**config.mk**
```make
export PLATFORM = sky130hd
export DESIGN_NAME = skew_stim_gen_flat
export DESIGN_NICKNAME = d
export VERILOG_FILES = /design/src/rtl/skew_stim_gen_pkg.sv /design/src/rtl/skew_stim_gen_if.sv /design/src/rtl/skew_stim_pulse.sv /design/src/rtl/skew_stim_gen.sv /design/src/flat_wrapper.sv
export SDC_FILE = /design/constraint.sdc
export NUM_CORES = 1
export LEC_CHECK = 0
export ABC_CLOCK_PERIOD_IN_PS = 7900
export CAP_MARGIN = 20
export CORE_MARGIN = 3
export CORE_UTILIZATION = 50
export CTS_BUF_LIST = sky130_fd_sc_hd__clkbuf_4 sky130_fd_sc_hd__clkbuf_8
export CTS_CLUSTER_DIAMETER = 150
export CTS_CLUSTER_SIZE = 14
export DETAILED_ROUTE_END_ITERATION = 16
export GPL_TIMING_DRIVEN = 1
export PLACE_DENSITY = 0.71
export SLEW_MARGIN = 0
export SYNTH_ARGS = -nofsm -noshare
export SYNTH_HDL_FRONTEND = slang
export SYNTH_SLANG_ARGS = --single-unit
export TNS_END_PERCENT = 50
```
**constraint.sdc**
```tcl
create_clock -name clk -period 7.9 [get_ports clk]
set_input_delay 1.185 -clock clk [delete_from_list [all_inputs] [get_ports clk]]
set_output_delay 1.185 -clock clk [all_outputs]
set_load 0.01 [all_outputs]
```
**src/rtl/skew_stim_gen_pkg.sv**
```systemverilog
// Shared types, defaults and helpers for the skew stimulus generator.
// abs_sat is only called when SKEW_STIM_NEG_EN is defined.
package skew_stim_pkg;

   typedef enum logic {
      IDLE = 1'b0,
      RUN  = 1'b1
   } state_t;

   localparam int CNT_W_DEF = 8;
   localparam int LIMIT_DEF = 2;

   // Magnitude of a w-bit two's complement value held sign-extended in 32 bits;
   // the most negative value saturates to the largest positive one.
   function automatic logic [31:0] abs_sat(input logic signed [31:0] v, input int w);
      logic signed [31:0] min_v;
      min_v = -(32'sd1 <<< (w - 1));
      if (v == min_v)
         return (32'd1 << (w - 1)) - 32'd1;
      else if (v < 0)
         return 32'(-v);
      else
         return 32'(v);
   endfunction

endpackage

```
**src/rtl/skew_stim_gen_if.sv**
```systemverilog
// Request/response bundle of the skew stimulus generator.
// master = requester side, slave = generator side.
interface skew_stim_gen_if
   import skew_stim_pkg::*;
#(
   parameter int CNT_W = CNT_W_DEF
) ();

   logic             start;
   logic [CNT_W-1:0] skew;
   logic [CNT_W-1:0] hold;
   logic             out_a;
   logic             out_b;
   logic             busy;
   logic             done;
   logic             exp_viol;

   modport master (
      output start, skew, hold,
      input  out_a, out_b, busy, done, exp_viol
   );

   modport slave (
      input  start, skew, hold,
      output out_a, out_b, busy, done, exp_viol
   );

endinterface

```
**src/rtl/skew_stim_pulse.sv**
```systemverilog
// Registered pulse shaper: output is high on the cycle after the edge where
// en is set and t lies in [off, off+len).
module skew_stim_pulse
   import skew_stim_pkg::*;
#(
   parameter int CNT_W = CNT_W_DEF
) (
   input  logic             clk,
   input  logic             rst,
   input  logic             en,
   input  logic [CNT_W:0]   t,
   input  logic [CNT_W-1:0] off,
   input  logic [CNT_W-1:0] len,
   output logic             pulse
);

   logic           pulse_q;
   logic           pulse_d;
   logic [CNT_W:0] lo;
   logic [CNT_W:0] hi;

   always_comb begin
      lo      = {1'b0, off};
      hi      = {1'b0, off} + {1'b0, len};
      pulse_d = en && (t >= lo) && (t < hi);
   end

   // NOTE: sequential state is written with <= so every flop samples the
   // values from before the edge, independent of process ordering.
   always_ff @(posedge clk) begin
      if (rst) pulse_q <= 1'b0;
      else     pulse_q <= pulse_d;
   end

   assign pulse = pulse_q;

endmodule

```
**src/rtl/skew_stim_gen.sv**
```systemverilog
// Skew stimulus generator: emits out_a/out_b pulses with programmable offset
// and width. Define SKEW_STIM_NEG_EN for a signed skew (negative => out_b leads).
module skew_stim_gen
   import skew_stim_pkg::*;
#(
   parameter int CNT_W = CNT_W_DEF,
   parameter int LIMIT = LIMIT_DEF
) (
   input  logic            clk,
   input  logic            rst,
   skew_stim_gen_if.slave  bus
);

   localparam int T_W = CNT_W + 1;
   localparam logic [T_W-1:0] LIMIT_V = T_W'(LIMIT);

   state_t           state_q, state_d;
   logic [T_W-1:0]   t_q, t_d;
   logic [CNT_W-1:0] s_q, s_d;
   logic [CNT_W-1:0] h_q, h_d;
   logic             busy_q, busy_d;
   logic             done_q, done_d;
   logic             viol_q, viol_d;
   logic [CNT_W-1:0] skew_mag;
   logic [CNT_W-1:0] off_a_d;
   logic [CNT_W-1:0] off_b_d;
   logic             run_d;

`ifdef SKEW_STIM_NEG_EN
   logic neg_q, neg_d;

   always_comb begin
      skew_mag = CNT_W'(abs_sat(32'(signed'(bus.skew)), CNT_W));
      off_a_d  = neg_d ? s_d : '0;
      off_b_d  = neg_d ? '0  : s_d;
   end

   always_ff @(posedge clk) begin
      if (rst) neg_q <= 1'b0;
      else     neg_q <= neg_d;
   end
`else
   always_comb begin
      skew_mag = bus.skew;
      off_a_d  = '0;
      off_b_d  = s_d;
   end
`endif

   // NOTE: every variable gets its default first so no path leaves it
   // unassigned, which would otherwise infer a latch.
   always_comb begin
      state_d = state_q;
      t_d     = t_q;
      s_d     = s_q;
      h_d     = h_q;
      busy_d  = busy_q;
      done_d  = 1'b0;
      viol_d  = viol_q;
`ifdef SKEW_STIM_NEG_EN
      neg_d   = neg_q;
`endif
      unique case (state_q)
         IDLE: begin
            if (bus.start) begin
               state_d = RUN;
               t_d     = '0;
               s_d     = skew_mag;
               h_d     = (bus.hold == '0) ? CNT_W'(1) : bus.hold;
               busy_d  = 1'b1;
               viol_d  = {1'b0, skew_mag} < LIMIT_V;
`ifdef SKEW_STIM_NEG_EN
               neg_d   = bus.skew[CNT_W-1];
`endif
            end
         end
         RUN: begin
            t_d = t_q + T_W'(1);
            if (t_d == ({1'b0, s_q} + {1'b0, h_q})) begin
               state_d = IDLE;
               busy_d  = 1'b0;
               done_d  = 1'b1;
            end
         end
         default: state_d = IDLE;
      endcase
      run_d = (state_d == RUN);
   end

   always_ff @(posedge clk) begin
      if (rst) begin
         state_q <= IDLE;
         t_q     <= '0;
         s_q     <= '0;
         h_q     <= '0;
         busy_q  <= 1'b0;
         done_q  <= 1'b0;
         viol_q  <= 1'b0;
      end else begin
         state_q <= state_d;
         t_q     <= t_d;
         s_q     <= s_d;
         h_q     <= h_d;
         busy_q  <= busy_d;
         done_q  <= done_d;
         viol_q  <= viol_d;
      end
   end

   // Shapers see next-state count and operands so outputs toggle on the same
   // edge that the FSM accepts or advances.
   skew_stim_pulse #(.CNT_W(CNT_W)) u_pulse_a (
      .clk   (clk),
      .rst   (rst),
      .en    (run_d),
      .t     (t_d),
      .off   (off_a_d),
      .len   (h_d),
      .pulse (bus.out_a)
   );

   skew_stim_pulse #(.CNT_W(CNT_W)) u_pulse_b (
      .clk   (clk),
      .rst   (rst),
      .en    (run_d),
      .t     (t_d),
      .off   (off_b_d),
      .len   (h_d),
      .pulse (bus.out_b)
   );

   assign bus.busy     = busy_q;
   assign bus.done     = done_q;
   assign bus.exp_viol = viol_q;

endmodule

```
**src/flat_wrapper.sv**
```systemverilog
// flat-port wrapper written by rule: the top's interface ports become plain ports
module skew_stim_gen_flat import skew_stim_pkg::*;
#(
   parameter int CNT_W = CNT_W_DEF,
   parameter int LIMIT = LIMIT_DEF
)
  (clk, rst, bus_start, bus_skew, bus_hold, bus_out_a, bus_out_b, bus_busy, bus_done, bus_exp_viol);
  skew_stim_gen_if #(.CNT_W(CNT_W)) bus_i ();
  input  logic clk;
  input  logic rst;
  input wire logic [$bits(bus_i.start)-1:0] bus_start;
  input wire logic [$bits(bus_i.skew)-1:0] bus_skew;
  input wire logic [$bits(bus_i.hold)-1:0] bus_hold;
  output wire logic [$bits(bus_i.out_a)-1:0] bus_out_a;
  output wire logic [$bits(bus_i.out_b)-1:0] bus_out_b;
  output wire logic [$bits(bus_i.busy)-1:0] bus_busy;
  output wire logic [$bits(bus_i.done)-1:0] bus_done;
  output wire logic [$bits(bus_i.exp_viol)-1:0] bus_exp_viol;
  assign bus_i.start = bus_start;
  assign bus_i.skew = bus_skew;
  assign bus_i.hold = bus_hold;
  assign bus_out_a = bus_i.out_a;
  assign bus_out_b = bus_i.out_b;
  assign bus_busy = bus_i.busy;
  assign bus_done = bus_i.done;
  assign bus_exp_viol = bus_i.exp_viol;
  skew_stim_gen #(.CNT_W(CNT_W), .LIMIT(LIMIT)) u_core (.clk(clk), .rst(rst), .bus(bus_i));
endmodule
```
==> results of run 1 <==
-- metrics by stage --
stage	instances	total power, mW	setup slack, ns	utilization [%]
3_3_place_gp	380	0.306	3.12	59.1
4_1_cts	388	0.470	3.23	61.5
5_1_grt	389	0.495	2.96	62.1
3_5_place_dp	380	0.308	2.92	59.1
2_1_floorplan	298	0.270	3.79	-
6_report	389	0.470	3.23	62.1
-- cells in the final DEF (no fill, tap or decap), types with 3 or more instances in the layout --
cell and instances:
sky130_fd_sc_hd__o21bai_1 4, sky130_fd_sc_hd__a21oi_1 18, sky130_fd_sc_hd__o21ai_0 12, sky130_fd_sc_hd__ha_1 38, sky130_fd_sc_hd__nor3_1 5, sky130_fd_sc_hd__clkbuf_8 6
sky130_fd_sc_hd__nor4_1 3, sky130_fd_sc_hd__a21o_1 9, sky130_fd_sc_hd__a22o_1 4, sky130_fd_sc_hd__o21a_1 3, sky130_fd_sc_hd__nand4_1 3, sky130_fd_sc_hd__xor2_1 14
sky130_fd_sc_hd__or3_1 3, sky130_fd_sc_hd__nor2_1 23, sky130_fd_sc_hd__dfxtp_1 31, sky130_fd_sc_hd__xnor2_1 16, sky130_fd_sc_hd__nand2_1 18, sky130_fd_sc_hd__mux2i_1 14
sky130_fd_sc_hd__o211ai_1 3, sky130_fd_sc_hd__nor2b_1 11, sky130_fd_sc_hd__clkdlybuf4s50_1 23, sky130_fd_sc_hd__inv_1 19, sky130_fd_sc_hd__nand3_1 3
-- power groups by stage --
stage | logic, mW | clock network, mW | registers (mW)
detailed placement | 0.131 | 0 | 0.177
finish | 0.134 | 0.162 | 0.173
global placement | 0.130 | 0 | 0.176
global route | 0.149 | 0.172 | 0.174
floorplan | 0.0971 | 0 | 0.173
CTS | 0.132 | 0.165 | 0.173
-- per-layer routing --
metal  vias to the layer above  global-route usage [%]
li1                       1125                       -
met3                         4                    2.87
met1                      1020                    28.9
met5                         -                       0
met4                         0                    6.82
met2                        36                    34.0
-- flip-flops by register name, indices dropped and copies added (netlist names) --
| signal | flops |
|---|---|
| u_core.bus.busy | 1 |
| u_core.bus.done | 1 |
| u_core.bus.exp_viol | 1 |
| u_core.h_q | 8 |
| u_core.s_q | 8 |
| u_core.state_q | 1 |
| u_core.t_q | 9 |
| u_core.u_pulse_a.pulse | 1 |
| u_core.u_pulse_b.pulse | 1 |
-- worst paths after layout --
kind	slack, ns	startpoint	endpoint	depth (start not counted)
max	3.23	bus_start	u_core.u_pulse_b.pulse	14
min	0.46	u_core.bus.exp_viol	u_core.bus.exp_viol	2
max reg2reg	4.04	u_core.state_q	u_core.u_pulse_b.pulse	12
min reg2reg	0.46	u_core.bus.exp_viol	u_core.bus.exp_viol	2
-- cell families after synthesis --
family | Yosys count | share of synthesized area, %
flip-flops | 31 | 23.9
adder cells (fa/ha/maj) | 39 | 19.1
multiplexers | 15 | 5.92
AND/OR/NAND/NOR | 80 | 16.8
AO/OA/AOI/OAI | 73 | 19.0
buffers and inverters | 29 | 4.43
XOR/XNOR | 31 | 11.0
-- worst reg2reg max path, cell delays in order, from the launching register on --
cell	delay (ns)
sky130_fd_sc_hd__dfxtp_1	0.72
sky130_fd_sc_hd__nand2b_4	0.40
sky130_fd_sc_hd__o21ai_0	0.22
sky130_fd_sc_hd__ha_1	0.25
sky130_fd_sc_hd__ha_1	0.18
sky130_fd_sc_hd__a311o_1	0.30
sky130_fd_sc_hd__a31oi_1	0.27
sky130_fd_sc_hd__o21ai_0	0.20
sky130_fd_sc_hd__a21o_1	0.21
sky130_fd_sc_hd__a21oi_1	0.15
sky130_fd_sc_hd__ha_1	0.26
sky130_fd_sc_hd__a2111oi_0	0.40
sky130_fd_sc_hd__and4b_1	0.24
-- layout make-up --
type | count | area, sq um | share of cell area, %
Multi-Input combinational cell | 238 | 1860 | 61.5
Sequential cell | 31 | 621 | 20.5
Clock inverter | 2 | 35.0 | 1.16
Timing Repair Buffer | 26 | 273 | 9.00
Clock buffer | 6 | 82.6 | 2.73
Tap cell | 67 | 83.8 | 2.77
Inverter | 19 | 71.3 | 2.35
==> results.md, run 1 <==
- Post-route cell area: 3030 sq um
- Cell taking the most area after synthesis: sky130_fd_sc_hd__dfxtp_1
- DRT met1 WL: 3170 microns
- Postcts setup bufs: 0
- Final critical delay including setup and external delays: 4.67 ns
- Largest clock skew in the final design: 0.00636 ns
- Core outline area: 4880 sq um
- Worst Path Class, Setup: in2reg
- Crit path max-delay cell type: sky130_fd_sc_hd__clkdlybuf4s50_1
- Yosys warnings: 0
- Proportion of synthesized chip area in sequential cells: 23.9%
- Most instantiated library cell after synthesis: sky130_fd_sc_hd__ha_1
- Critical path launch point type: input port
- Quantity of hold-fixing buffers added after cts: 0
- IO Count: 24
- DR pass1 iterations: 4
- Max-cap violations: 0
- Leakage Power: 1.48 nW
- Number of routed nets with antenna violations: 0
- Remaining Overflow, GRT: 0
- Number of failing hold endpoints at the final stage: 0
- Final setup violation count: 0
- Cell family contributing the most delay on the critical path: compound AO/OA/AOI/OAI gates
- Top layer reached by signal wires: met4
- Vias per inst: 5.62
- Tightest Pin Transition: 0.630 ns
- Internal power of the cells: 0.330 mW
- Crit Path Max Fanout: 15
- Post-CTS Resized: 0
- Number of inserted filler cells in the final layout: 452
- CTS clk-pin slew, worst paths: 0.07 ns
- Crit path top cell by count: sky130_fd_sc_hd__ha_1
- Largest cells by area after synthesis: sky130_fd_sc_hd__dfxtp_1 (24%), sky130_fd_sc_hd__ha_1 (18%), sky130_fd_sc_hd__mux2i_1 (5.4%), sky130_fd_sc_hd__xnor2_1 (5.4%), sky130_fd_sc_hd__xor2_1 (4.7%)
- Number of buffers inserted during clock tree synthesis: 5
- Synth unique cells: 51
- Wire per inst: 16.0 microns
- Standard-cell rows: 25
- Root buffer cell: sky130_fd_sc_hd__clkbuf_8
- Total routed wirelength: 6230 microns
- Die Outline Area: 6100 sq um
- Buffer levels on the longest clock path: 2
- Met2 Wirelength: 2840 microns
- TritonCTS clock tree: done
- Data arrival, critical path: 4.90 ns
- Post-synth EDFFs: 0
- Buffers plus inverters on the worst setup path: 2
- DR WL met3: 179 microns
- Peak ir drop on the vdd network: 0.100 mV
- Number of pins exceeding their max-slew limit in the final report: 0
- Share of the cycle needed by the critical path after routing: 59.1%
- Antenna violations before repair: 0
- P_sw: 0.139 mW
- Mean instance size in the synthesized netlist: 8.72 sq um
- Required time reported for the critical path endpoint: 8.13 ns
- # clock sinks: 31
- Largest net degree at the start of global routing: 32
- Worst slack on hold paths: 0.461 ns
- Dominant register cell in the synthesized netlist: sky130_fd_sc_hd__dfxtp_1
- Outcome: complete, no violations
- Detailed router's first-iteration violation count: 98
- Largest stage delay on the critical path: 0.59 ns
- DRC violations left: 0
- Placer's final routability congestion estimate: 0.832
- Async set-reset flop share out of synthesis: 0%
- Critical Path Sink Type: flip-flop
- Critical path, cell by cell: clkdlybuf4s50_1 -> nor2b_1 -> buf_4 -> mux2i_1 -> xor2_1 -> ha_1 -> a311o_1 -> a31oi_1 -> o21ai_0 -> a21o_1 -> a21oi_1 -> ha_1 -> a2111oi_0 -> and4b_1
- Pwr dens: 155 nW/um^2
- Portion of synthesized cell area occupied by the leading cell type: 23.9%
- Area grow syn2layout: 16.6%
- Layout cells sized above 1: 5.90%
- Initial cell density of the core: 53.3%
- Die outline width: 78.1 microns
- Switching Fraction: 29.7%
- Worst-case headroom to the max-slew limit: 57.9%
- Synth top cells by count: sky130_fd_sc_hd__ha_1 (38), sky130_fd_sc_hd__dfxtp_1 (31), sky130_fd_sc_hd__nor2_1 (23)
- Nets@finish: 379
- Setup TNS after final layout: 0 ns
- Clock latency at the later pin of the worst-skew pair: 0.29 ns
- First-pass GRT wire length: 10100 microns
- Highest attainable clock frequency: 214 MHz
- Die height: 78.1 microns
- Count of mapped cells out of synthesis: 298
- Antenna cell count: 0
- Port bufs: 23
- Via count of the first global-routing pass: 2121
- Synthesized net count: 356
- Htree depth: 2
- Setup repair after global routing missed its margin: false
- Routed via count: 2185
- GRT Total Usage: 21.0%
- Number of storage elements in the synthesis netlist: 31
- Worst min-delay path class: reg2reg
- Placement Cell Area: 2880 sq um
- Fraction of power consumed by combinational cells: 28.5%
- Clock group share of total power: 34.6%
- Synthesized cell area: 2600 sq um
- Reg power frac: 36.9%
- DPL Wire Length: 4990 microns
Power figures use the tool's default switching activity.
==> run 2, diff against run 1 <==
--- a/config.mk
+++ b/config.mk
@@ -5,7 +5,7 @@
 export SDC_FILE = /design/constraint.sdc
 export NUM_CORES = 1
 export LEC_CHECK = 0
-export ABC_CLOCK_PERIOD_IN_PS = 7900
+export ABC_CLOCK_PERIOD_IN_PS = 4400
 export CAP_MARGIN = 20
 export CORE_MARGIN = 3
 export CORE_UTILIZATION = 50
==> constraint.sdc (replaced) <==
create_clock -name clk -period 4.4 [get_ports clk]
set_input_delay 0.66 -clock clk [delete_from_list [all_inputs] [get_ports clk]]
set_output_delay 0.66 -clock clk [all_outputs]
set_load 0.01 [all_outputs]
==> run 2 against run 1 <==
Against the previous run:
- non-clock buffer count grew 3
- sequential share of layout area is essentially flat
- final cell count grew 0.77%
- register-to-register slack lost 3.1 ns
- combinational power grew 81%
- largest cell class unchanged
==> results.md, run 2 (synthesis results as in run 1) <==
- Via count of the first global-routing pass: 2189 (was 2121)
- Internal power of the cells: 0.594 mW (was 0.330 mW)
- Detailed router's first-iteration violation count: 89 (was 98)
- Number of pins exceeding their max-slew limit in the final report: 0 (unchanged)
- Quantity of hold-fixing buffers added after cts: 0 (unchanged)
- TritonCTS clock tree: done (unchanged)
- Crit path top cell by count: sky130_fd_sc_hd__ha_1 (unchanged)
- Area grow syn2layout: 16.7% (was 16.6%)
- IO Count: 24 (unchanged)
- Vias per inst: 5.75 (was 5.62)
- DPL Wire Length: 5060 microns (was 4990 microns)
- Critical Path Sink Type: flip-flop (unchanged)
- Tightest Pin Transition: 0.689 ns (was 0.630 ns)
- Critical path, cell by cell: clkdlybuf4s50_1 -> nor4_1 -> a21oi_1 -> o21ai_0 -> ha_1 -> ha_1 -> a311o_1 -> a31oi_1 -> o21ai_0 -> a21o_1 -> a21oi_1 -> ha_1 -> a2111oi_0 -> and4b_1 (was clkdlybuf4s50_1 -> nor2b_1 -> buf_4 -> mux2i_1 -> xor2_1 -> ha_1 -> a311o_1 -> a31oi_1 -> o21ai_0 -> a21o_1 -> a21oi_1 -> ha_1 -> a2111oi_0 -> and4b_1)
- Post-route cell area: 3030 sq um (about the same)
- Routed via count: 2254 (was 2185)
- DRC violations left: 0 (unchanged)
- Cell count after placement: 384 (was 380)
- Port bufs: 23 (unchanged)
- Max-cap violations: 0 (unchanged)
- # clock sinks: 31 (unchanged)
- Outcome: complete, no violations (unchanged)
- Worst min-delay path class: reg2reg (unchanged)
- Antenna violations before repair: 0 (unchanged)
- Core outline area: 4880 sq um (unchanged)
- Pre-CTS setup slack: 0.105 ns (was 2.92 ns)
- Die height: 78.1 microns (unchanged)
- Standard-cell rows: 25 (unchanged)
- Most common cell after layout, fill and taps aside: sky130_fd_sc_hd__ha_1 (unchanged)
- Final setup violation count: 0 (unchanged)
- Die outline width: 78.1 microns (unchanged)
- Peak ir drop on the vdd network: 0.139 mV (was 0.100 mV)
- Final design utilization: 62.1% (about the same)
- Nets@finish: 382 (was 379)
- Critical path launch point type: input port (unchanged)
- Share of the cycle needed by the critical path after routing: 93.2%
- Setup TNS after final layout: 0 ns (unchanged)
- Postcts setup bufs: 0 (unchanged)
- P_sw: 0.247 mW (was 0.139 mW)
- Die Outline Area: 6100 sq um (unchanged)
- Wire per inst: 15.6 microns (was 16.0 microns)
- Worst-case headroom to the max-slew limit: 53.9% (was 57.9%)
- Remaining Overflow, GRT: 0 (unchanged)
- Number of flip-flops under the largest register name: 9 (unchanged)
- Post-CTS Resized: 0 (unchanged)
- Final Non-Filler Cells: 392 (was 389)
- Root buffer cell: sky130_fd_sc_hd__clkbuf_8 (unchanged)
- Placer's final routability congestion estimate: 0.832 (about the same)
- Number of failing hold endpoints at the final stage: 0 (unchanged)
- Reg power frac: 36.6% (was 36.9%)
- Data arrival, critical path: 4.32 ns (was 4.90 ns)
- DR pass1 iterations: 4 (unchanged)
- Switching Fraction: 29.4% (was 29.7%)
- Layout cells sized above 1: 6.77% (was 5.90%)
- CTS clk-pin slew, worst paths: 0.06 ns (was 0.07 ns)
- Required time reported for the critical path endpoint: 4.62 ns (was 8.13 ns)
- Number of inserted filler cells in the final layout: 469 (was 452)
- First-pass GRT wire length: 10600 microns (was 10100 microns)
- Highest-count cells in the layout ignoring fill and taps: sky130_fd_sc_hd__ha_1 (38), sky130_fd_sc_hd__dfxtp_1 (31), sky130_fd_sc_hd__nor2_1 (23), sky130_fd_sc_hd__clkdlybuf4s50_1 (23), sky130_fd_sc_hd__inv_1 (19) (unchanged)
- Htree depth: 2 (unchanged)
- Leakage Power: 1.48 nW (about the same)
- Setup repair after global routing missed its margin: false (unchanged)
- Buffer levels on the longest clock path: 2 (unchanged)
- Clock latency at the later pin of the worst-skew pair: 0.28 ns (was 0.29 ns)
- Fraction of power consumed by combinational cells: 28.9% (was 28.5%)
- Register bank with the most flops: u_core.t_q (unchanged)
- Placement Cell Area: 2910 sq um (was 2880 sq um)
- Clock group share of total power: 34.5% (was 34.6%)
- Largest clock skew in the final design: 0.00512 ns (was 0.00636 ns)
- Initial cell density of the core: 53.3% (unchanged)
- Largest stage delay on the critical path: 0.50 ns (was 0.59 ns)
- Fin worst setup slack: 0.301 ns (was 3.23 ns)
- Largest net degree at the start of global routing: 32 (unchanged)
- Cell family contributing the most delay on the critical path: compound AO/OA/AOI/OAI gates (unchanged)
- Number of buffers inserted during clock tree synthesis: 5 (unchanged)
- Total routed wirelength: 6120 microns (was 6230 microns)
- Worst Path Class, Setup: in2reg (unchanged)
- Top flop regs: u_core.t_q: 9 flops, u_core.h_q: 8 flops, u_core.s_q: 8 flops (unchanged)
- Antenna cell count: 0 (unchanged)
- Number of routed nets with antenna violations: 0 (unchanged)
- Crit path max-delay cell type: sky130_fd_sc_hd__nor4_1 (was sky130_fd_sc_hd__clkdlybuf4s50_1)
- Buffers plus inverters on the worst setup path: 1 (was 2)
- Crit Path Max Fanout: 3 (was 15)
- Highest attainable clock frequency: 244 MHz
- Pwr dens: 277 nW/um^2 (was 155 nW/um^2)
- Final critical delay including setup and external delays: 4.10 ns
- GRT Total Usage: 21.8% (was 21.0%)
## run 2: changes by cell type in the layout (fill, tap and decap cells not counted), sizes merged
cell	delta
buf	+3
## run 2: layout make-up
cell class / count / area, sq um / area share, %
clock inverters: 2 / 35.0 / 1.16
repair buffers: 29 / 275 / 9.08
clock buffers: 6 / 82.6 / 2.72
flip-flops and latches: 31 / 621 / 20.5
well taps: 67 / 83.8 / 2.77
multi-input cells: 238 / 1860 / 61.5
inverters: 19 / 71.3 / 2.35
## run 2: per-layer routing
metal  vias up  GRT usage [%]  routed length (microns)
li1       1129              -                        -
met1      1066           31.2                     2980
met2        53           34.8                     2790
met3         6           2.87                      273
met4         0           5.42                       85
met5         -              0                        0
## run 2: worst min-delay path: cells and delay by family (launching register included)
kind / cells / cell delay (ns)
AOI/OAI and AO/OA: 1 / 0.05
DFF: 1 / 0.31
and+or+nand+nor: 1 / 0.05
## run 2: metrics by stage
step,hold WS [ns],power (mW)
6_report,0.449,0.841
3_3_place_gp,0.441,0.552
5_1_grt,0.496,0.891
2_1_floorplan,0.476,0.484
3_5_place_dp,0.443,0.557
4_1_cts,0.452,0.846
## run 2: power by group through the flow
stage               registers [mW]  logic, mW  clock network (mW)
global placement             0.314      0.238                   0
detailed placement           0.314      0.243                   0
CTS                          0.308      0.245               0.294
floorplan                    0.310      0.174                   0
global route                 0.310      0.276               0.306
finish                       0.308      0.243               0.290
## run 2: worst paths after layout
path / start / cells past startpoint / endpoint / slack (ns)
min reg2reg: u_core.bus.exp_viol / 2 / u_core.bus.exp_viol / 0.45
max: bus_hold[4] / 14 / u_core.u_pulse_b.pulse / 0.30
max reg2reg: u_core.state_q / 12 / u_core.u_pulse_b.pulse / 0.92
min: u_core.bus.exp_viol / 2 / u_core.bus.exp_viol / 0.45
